===== src/rtl/fixed_point_accumulator.sv =====
// Saturating frame accumulator for unsigned Q4.4 products.
// Sums N_TERMS accepted beats into an ACC_W-bit register, clamping at all-ones,
// and presents one registered sum per frame on a valid/ready output.
module fixed_point_accumulator #(
   parameter int unsigned DATA_W  = 8,
   parameter int unsigned FRAC_W  = 4,
   parameter int unsigned ACC_W   = 10,
   parameter int unsigned N_TERMS = 8
) (
   input  logic              clk,
   input  logic              rst_n,
   input  logic              clear,
   input  logic [DATA_W-1:0] in_data,
   input  logic              in_valid,
   output logic              in_ready,
   output logic [ACC_W-1:0]  out_data,
   output logic              out_sat,
   output logic              out_valid,
   input  logic              out_ready,
   output logic              busy
);

   localparam int unsigned CntW = $clog2(N_TERMS);

   typedef enum logic {StAcc, StHold} state_t;

   // Reject parameter sets the datapath cannot represent.
   if (ACC_W < DATA_W || FRAC_W > DATA_W || N_TERMS < 2 || N_TERMS > 255) begin : g_bad_params
      $error("fixed_point_accumulator: illegal parameter combination");
   end

   state_t            state_q;
   logic [ACC_W-1:0]  acc_q;
   logic [CntW-1:0]   cnt_q;
   logic              sat_q;

   logic [ACC_W:0]    sum;
   logic              ovf;
   logic [ACC_W-1:0]  sum_sat;
   logic              last_beat;

   // One-bit-wider add so the carry out flags overflow; clamp to all-ones.
   always_comb begin
      sum       = {1'b0, acc_q} + {{(ACC_W + 1 - DATA_W){1'b0}}, in_data};
      ovf       = sum[ACC_W];
      sum_sat   = ovf ? {ACC_W{1'b1}} : sum[ACC_W-1:0];
      last_beat = (cnt_q == CntW'(N_TERMS - 1));
   end

   // Handshake flags derive only from registered state.
   always_comb begin
      in_ready = (state_q == StAcc);
      busy     = (cnt_q != '0);
   end

   // Frame FSM: accumulate in StAcc, present the result in StHold.
   always_ff @(posedge clk or negedge rst_n) begin
      if (!rst_n) begin
         state_q   <= StAcc;
         acc_q     <= '0;
         cnt_q     <= '0;
         sat_q     <= 1'b0;
         out_data  <= '0;
         out_sat   <= 1'b0;
         out_valid <= 1'b0;
      end else if (clear) begin
         // Abort wins over any beat or output handshake this cycle.
         state_q   <= StAcc;
         acc_q     <= '0;
         cnt_q     <= '0;
         sat_q     <= 1'b0;
         out_valid <= 1'b0;
      end else begin
         unique case (state_q)
            StAcc: begin
               if (in_valid) begin
                  if (last_beat) begin
                     out_data  <= sum_sat;
                     out_sat   <= sat_q | ovf;
                     out_valid <= 1'b1;
                     acc_q     <= '0;
                     cnt_q     <= '0;
                     sat_q     <= 1'b0;
                     state_q   <= StHold;
                  end else begin
                     acc_q <= sum_sat;
                     sat_q <= sat_q | ovf;
                     cnt_q <= cnt_q + CntW'(1);
                  end
               end
            end
            StHold: begin
               // Intake reopens only on the cycle after the output is taken.
               if (out_ready) begin
                  out_valid <= 1'b0;
                  state_q   <= StAcc;
               end
            end
            default: state_q <= StAcc;
         endcase
      end
   end

endmodule


===== config.mk =====
export PLATFORM = sky130hd
export DESIGN_NAME = fixed_point_accumulator
export DESIGN_NICKNAME = d
export VERILOG_FILES = /design/src/rtl/fixed_point_accumulator.sv
export SDC_FILE = /design/constraint.sdc
export NUM_CORES = 1
export LEC_CHECK = 0
export CAP_MARGIN = 20
export CORE_MARGIN = 2
export CORE_UTILIZATION = 56
export CTS_CLUSTER_DIAMETER = 60
export DETAILED_ROUTE_END_ITERATION = 16
export MAX_ROUTING_LAYER = met4
export PLACE_DENSITY = 0.85
export SLEW_MARGIN = 20
export SYNTH_ARGS = -nofsm -noshare
export SYNTH_HDL_FRONTEND = slang
export SYNTH_SLANG_ARGS = --single-unit

===== constraint.sdc =====
create_clock -name clk -period 4.28 [get_ports clk]
set_clock_uncertainty 0.1 [all_clocks]
set_input_delay 0.856 -clock clk [delete_from_list [all_inputs] [get_ports clk]]
set_output_delay 0.856 -clock clk [all_outputs]
set_load 0.01 [all_outputs]

# Yosys cells after proc, flatten, opt, wreduce, memory -nomap -nowiden
# Cells that the tools add are included.
# Widths: inputs -> output; s select.
[word_totals]
word_cells = 45
ff_bits = 27
out_inout_bits = 14
[classes]
n_reduce_logical = 5
addsub = 2
bitwise = 3
eq_ne = 5
mux = 23
[op_table]
columns = ["cell", "count"]
rows = [
  ["$mux 10", 5],
  ["$mux 1", 12],
  ["$mux 3", 4],
  ["$add 10x8->11", 1],
  ["$ne 3x3->1 const B", 2],
  ["$pmux 1 s2", 2],
  ["$reduce_and 4->1", 1],
  ["$add 3x1->3 const B", 1],
  ["$eq 3x3->1 const B", 1],
  ["$ne 3x2->1 const B", 1],
  ["$reduce_and 3->1", 1],
  ["$reduce_bool 3->1", 1],
  ["$ne 2x2->1 const B", 1],
  ["$not 1->1", 2],
  ["$reduce_and 2->1", 1],
  ["$reduce_bool 2->1", 1],
  ["$or 1x1->1", 1],
]

# Depth between registers and ports, before layout
[logic_depth]
ltp_word = 6
ltp_mapped = 7
depth_no_buf = 7

# Least setup slack after synthesis
# OpenSTA, ideal clock, no wires.
[synth_timing]
path_kind = "input to register"
from = "in in_data[0]"
to = "reg acc_q[9]"
required_ps = 4045
path_slack_ps = 1519
setup_time_ps = 135
path_stages = 7
arrival_ps = 2526
path_cell_list = "ha_1 fa_1 a211o_1 a211oi_4 nor2_2 a2111oi_4 a211oi_1"
[synth_between]
elab_chain_cells = 6
[synth_rtl]
columns = ["element", "line", "text"]
rows = [
  ["from (decl)", "13", "input logic [DATA_W-1:0] in_data,"],
  ["$add 10x8->11", "44", "sum = {1'b0, acc_q} + {{(ACC_W + 1 - DATA_W){1'b0}}, in_data};"],
  ["$mux 10", "46", "sum_sat = ovf ? {ACC_W{1'b1}} : sum[ACC_W-1:0];"],
  ["$mux 10", "77", "if (last_beat) begin"],
  ["$mux 10", "76", "if (in_valid) begin"],
  ["$mux 10", "74", "unique case (state_q)"],
  ["$mux 10", "66", "end else if (clear) begin"],
  ["to (signal assigned)", "86", "acc_q <= sum_sat;"],
  ["to (decl)", "33", "logic [ACC_W-1:0] acc_q;"],
]
# No other way between the ends. The select of a mux whose other input is x is not followed.
# A chain may end at the register's enable or synchronous reset.

# Final worst setup path
[layout_timing]
from = "in in_data[0]"
to = "reg out_data[5]"
[layout_between]
elab_chain_cells = 2
[layout_rtl]
columns = ["element", "line", "text"]
rows = [
  ["$add 10x8->11", "44", ""],
  ["$mux 10", "46", ""],
  ["to (signal assigned)", "78", "out_data <= sum_sat;"],
  ["to (decl)", "16", "output logic [ACC_W-1:0] out_data,"],
]
# No other way between the ends.

==> results_dict.tcl <==
set metrics [dict create \
    final-setup-viol-count 0 \
    synthFlopType "dfrtp_1" \
    ios 27 \
    pd_cells_nw_per_um2 291.4 \
    route.vias.total 1284 \
    synth.ff_latch_count 27 \
    detailedPlace.worstSlack_ns 0.9221 \
    leakagePower_nw 0.8680 \
    numPortBuffers 26 \
    holdPathEnd "out_valid$_DFFE_PN0P_" \
    detail_route.wirelength.met1_um 1549 \
    switching_share_pct 31.48 \
    met2_length_um 1638 \
    final_max_slew_viol_count 0 \
    clock_sink_count 27 \
    fin_crit_ns 3.006 \
    wl_per_cell_um 15.57 \
    detail_route.drc_violations 0 \
    critical_path_arrival_ns 3.10 \
    fill_cells 224 \
    irDropWorstVdd_uv 279.1 \
    max_stage_delay_ns 0.43 \
    cts_hold_repair.buffers 0 \
    ant_nets 0 \
    dp_hpwl_um 2559 \
    share_of_layout_cells_above_drive_strength_1_pct 6.842 \
    post-route-period-util_pct 70.22 \
    tightest_slew_ns 1.063 \
    share_comb_of_total_power_pct 28.7 \
    rr_worst_depth 7 \
    critical_path.reg2reg.endpoint "out_data[5]$_DFFE_PN0P_" \
    power.switching_w 0.0001706 \
    clockPowerShare_pct 20.4 \
    area.growth.synth_to_final_pct 20.31 \
    rsz0062_at_grt "no" \
    run_status "finished clean" \
    syn_nets 189 \
    cts-htree-levels 1 \
    ctsLongestPathBuffers 2 \
    critPathCaptureType "flop" \
    total_power_of_the_final_layout_w 0.0005421 \
    drt-vias-per-instance 5.810 \
    row_count 19 \
    place_congestion 0.8603 \
    global_route.overflow_total 0 \
    worst_setup_hold_path_clk_slew_ns 0.14 \
    initialDrtViolationCount 42 \
    tritoncts.num_buffers 3 \
    mappedNetlistArea_um2 1546 \
    max_freq_mhz 332.7 \
    setup_tns_ns 0 \
    first_global_vias 1309 \
    synth_area_per_cell_um2 9.430 \
    yosysWarnings 0 \
    die_w_um 56.55 \
    hold_path_class "flop to flop" \
    critical_path.cell_chain "clkdlybuf4s50_1 > ha_1 > fa_1 > a211o_1 > a211oi_4 > nor3_4 > a21oi_1 > o21ai_0" \
    path_buf_inv 1 \
    dp_cells 217 \
    worst_r2r_startpoint "acc_q[0]$_DFFE_PN0P_" \
    hold_path_startpoint "state_q$_DFF_PN0_" \
    post_cts_resized 0 \
    sequential_share_of_the_synthesized_area_pct 43.69 \
    rrSetupSlack_ns 1.81 \
    drv.max_cap_violation_count 0 \
    core_area_um2 2686 \
    grt_max_degree 28 \
    tritoncts_clock_tree "yes" \
    slew-limit-headroom_pct 29.12 \
    crit_slowest_cell "fa_1" \
    top_signal_layer_used "met4" \
    floorplan.initialDensity_pct 57.57 \
    synthesis.instances 164 \
    sequentialPowerShare_pct 50.9 \
    async_reset_ff_share_pct 100.0 \
    synth_enable_flop_cells 0 \
    detailroute.wirelength.met3_um 194 \
    grtUsageTotal_pct 24.90 \
    dr.pass1.iters 4 \
    grt_pass1_wl_um 5996 \
    power_report.internal_total_w 0.0003714 \
    maximum_fanout_along_the_worst_path 10 \
    die_height_um 56.55 \
    clockRootBuffer "clkbuf_4" \
    post_layout_nonfiller_instances 221 \
    path_class "input port to flop" \
    hold_depth 1 \
    clock_insertion_delay_worst_skew_ns 0.32 \
    synth.distinct_cells 37 \
    critPathTopFamily "compound AO/OA/AOI/OAI gates" \
    die_area_um2 3198 \
    setup.worst_path.start_class "input port" \
    wirelength_routed_um 3441 \
    final_hold_viol_count 0 \
    finalWorstSetupSlack_ns 1.274 \
    grt_antenna_before_repair 0 \
    post_cts_setup_repair_bufs 0 \
    finish.net_count 216 \
    critical_path_required_ns 4.37 \
    insertedDiodeCount 0 \
]
==> stage by stage <==
| stage | hold WS [ns] | area (um^2) | util, % |
|---|---|---|---|
| 2_1_floorplan | 0.3380 | 1546 | - |
| 3_3_place_gp | 0.3515 | 1834 | 68.28 |
| 3_5_place_dp | 0.3557 | 1834 | 68.28 |
| 4_1_cts | 0.3872 | 1861 | 69.26 |
| 5_1_grt | 0.3958 | 1861 | 69.26 |
| 6_report | 0.3852 | 1861 | 69.26 |
==> cell usage after synthesis, drive strengths merged (3+ instances only) <==
| master | n | area share (%) |
|---|---|---|
| inv | 6 | 1.5 |
| o21ai | 24 | 8.0 |
| dfrtp | 27 | 44 |
| clkbuf | 5 | 1.2 |
| and2 | 3 | 1.2 |
| nor2 | 15 | 3.8 |
| a211oi | 3 | 2.3 |
| a21o | 7 | 3.6 |
| ha | 11 | 8.9 |
| a21oi | 10 | 3.2 |
| nand2 | 24 | 5.8 |
==> kinds of logic after synthesis <==
kind of cell	after synthesis	share of synthesized area, %
flip-flops	27	43.69
AO/OA/AOI/OAI	55	23.95
buffers and inverters	11	2.670
XOR/XNOR	4	2.266
multiplexers	2	1.295
adder cells (fa/ha/maj)	12	10.19
AND/OR/NAND/NOR	53	15.94
==> cells in the final DEF (no fill, tap or decap), types with 3 or more instances in the layout <==
cell type        count
ha_1                11
inv_1                6
a21o_1               5
nor2_1              14
a21oi_1             10
o21ai_0             19
clkbuf_4             3
and2_1               3
o21ai_1              4
clkdlybuf4s50_1     26
nand2_1             24
dfrtp_1             27
==> worst max path at each step <==
stage / start / end / cells past startpoint
final: in_data[0] / out_data[5]$_DFFE_PN0P_ / 8
after global routing: in_data[0] / out_data[5]$_DFFE_PN0P_ / 8
after CTS: in_data[0] / out_data[5]$_DFFE_PN0P_ / 8
after detailed placement: in_data[0] / out_data[5]$_DFFE_PN0P_ / 8
after global placement: in_data[0] / out_data[5]$_DFFE_PN0P_ / 8
after floorplan: in_data[0] / acc_q[9]$_DFFE_PN0P_ / 7
==> registers in the layout, indices dropped and copies added, names as in the netlist <==
signal	flops
state_q	1
cnt_q	3
out_data	10
out_valid	1
sat_q	1
acc_q	10
out_sat	1
==> power by group through the flow <==
| stage | clock, W | sequential (W) | combinational (W) |
|---|---|---|---|
| 4_1_cts | 0.000114 | 0.000276 | 0.000155 |
| 5_1_grt | 0.000122 | 0.000277 | 0.000174 |
| 3_5_place_dp | 0 | 0.000281 | 0.000154 |
| 6_report | 0.000111 | 0.000276 | 0.000156 |
| 2_1_floorplan | 0 | 0.000278 | 0.000110 |
| 3_3_place_gp | 0 | 0.000280 | 0.000149 |
==> per-layer routing <==
metal / GRT usage [%] / up-vias
met4: 9.184 / 0
met2: 37.71 / 39
met3: 2.535 / 4
li1: - / 630
met5: - / -
met1: 34.89 / 611
==> area by class of cell <==
class	instances	area, um^2	area share (%)
clock buffers	4	26.28	1.412
repair buffers	27	267.8	14.39
well taps	31	38.79	2.085
multi-input cells	126	829.5	44.59
inverters	6	22.52	1.210
flip-flops and latches	27	675.6	36.31
==> worst reg2reg max path, stage by stage (launching register included) <==
cell and delay, ns:
dfrtp_1 0.41, ha_1 0.21, fa_1 0.43, a211o_1 0.36
a211oi_4 0.34, nor3_4 0.13, a21oi_1 0.23, o21ai_0 0.11
(Power assumes the default switching activity.)
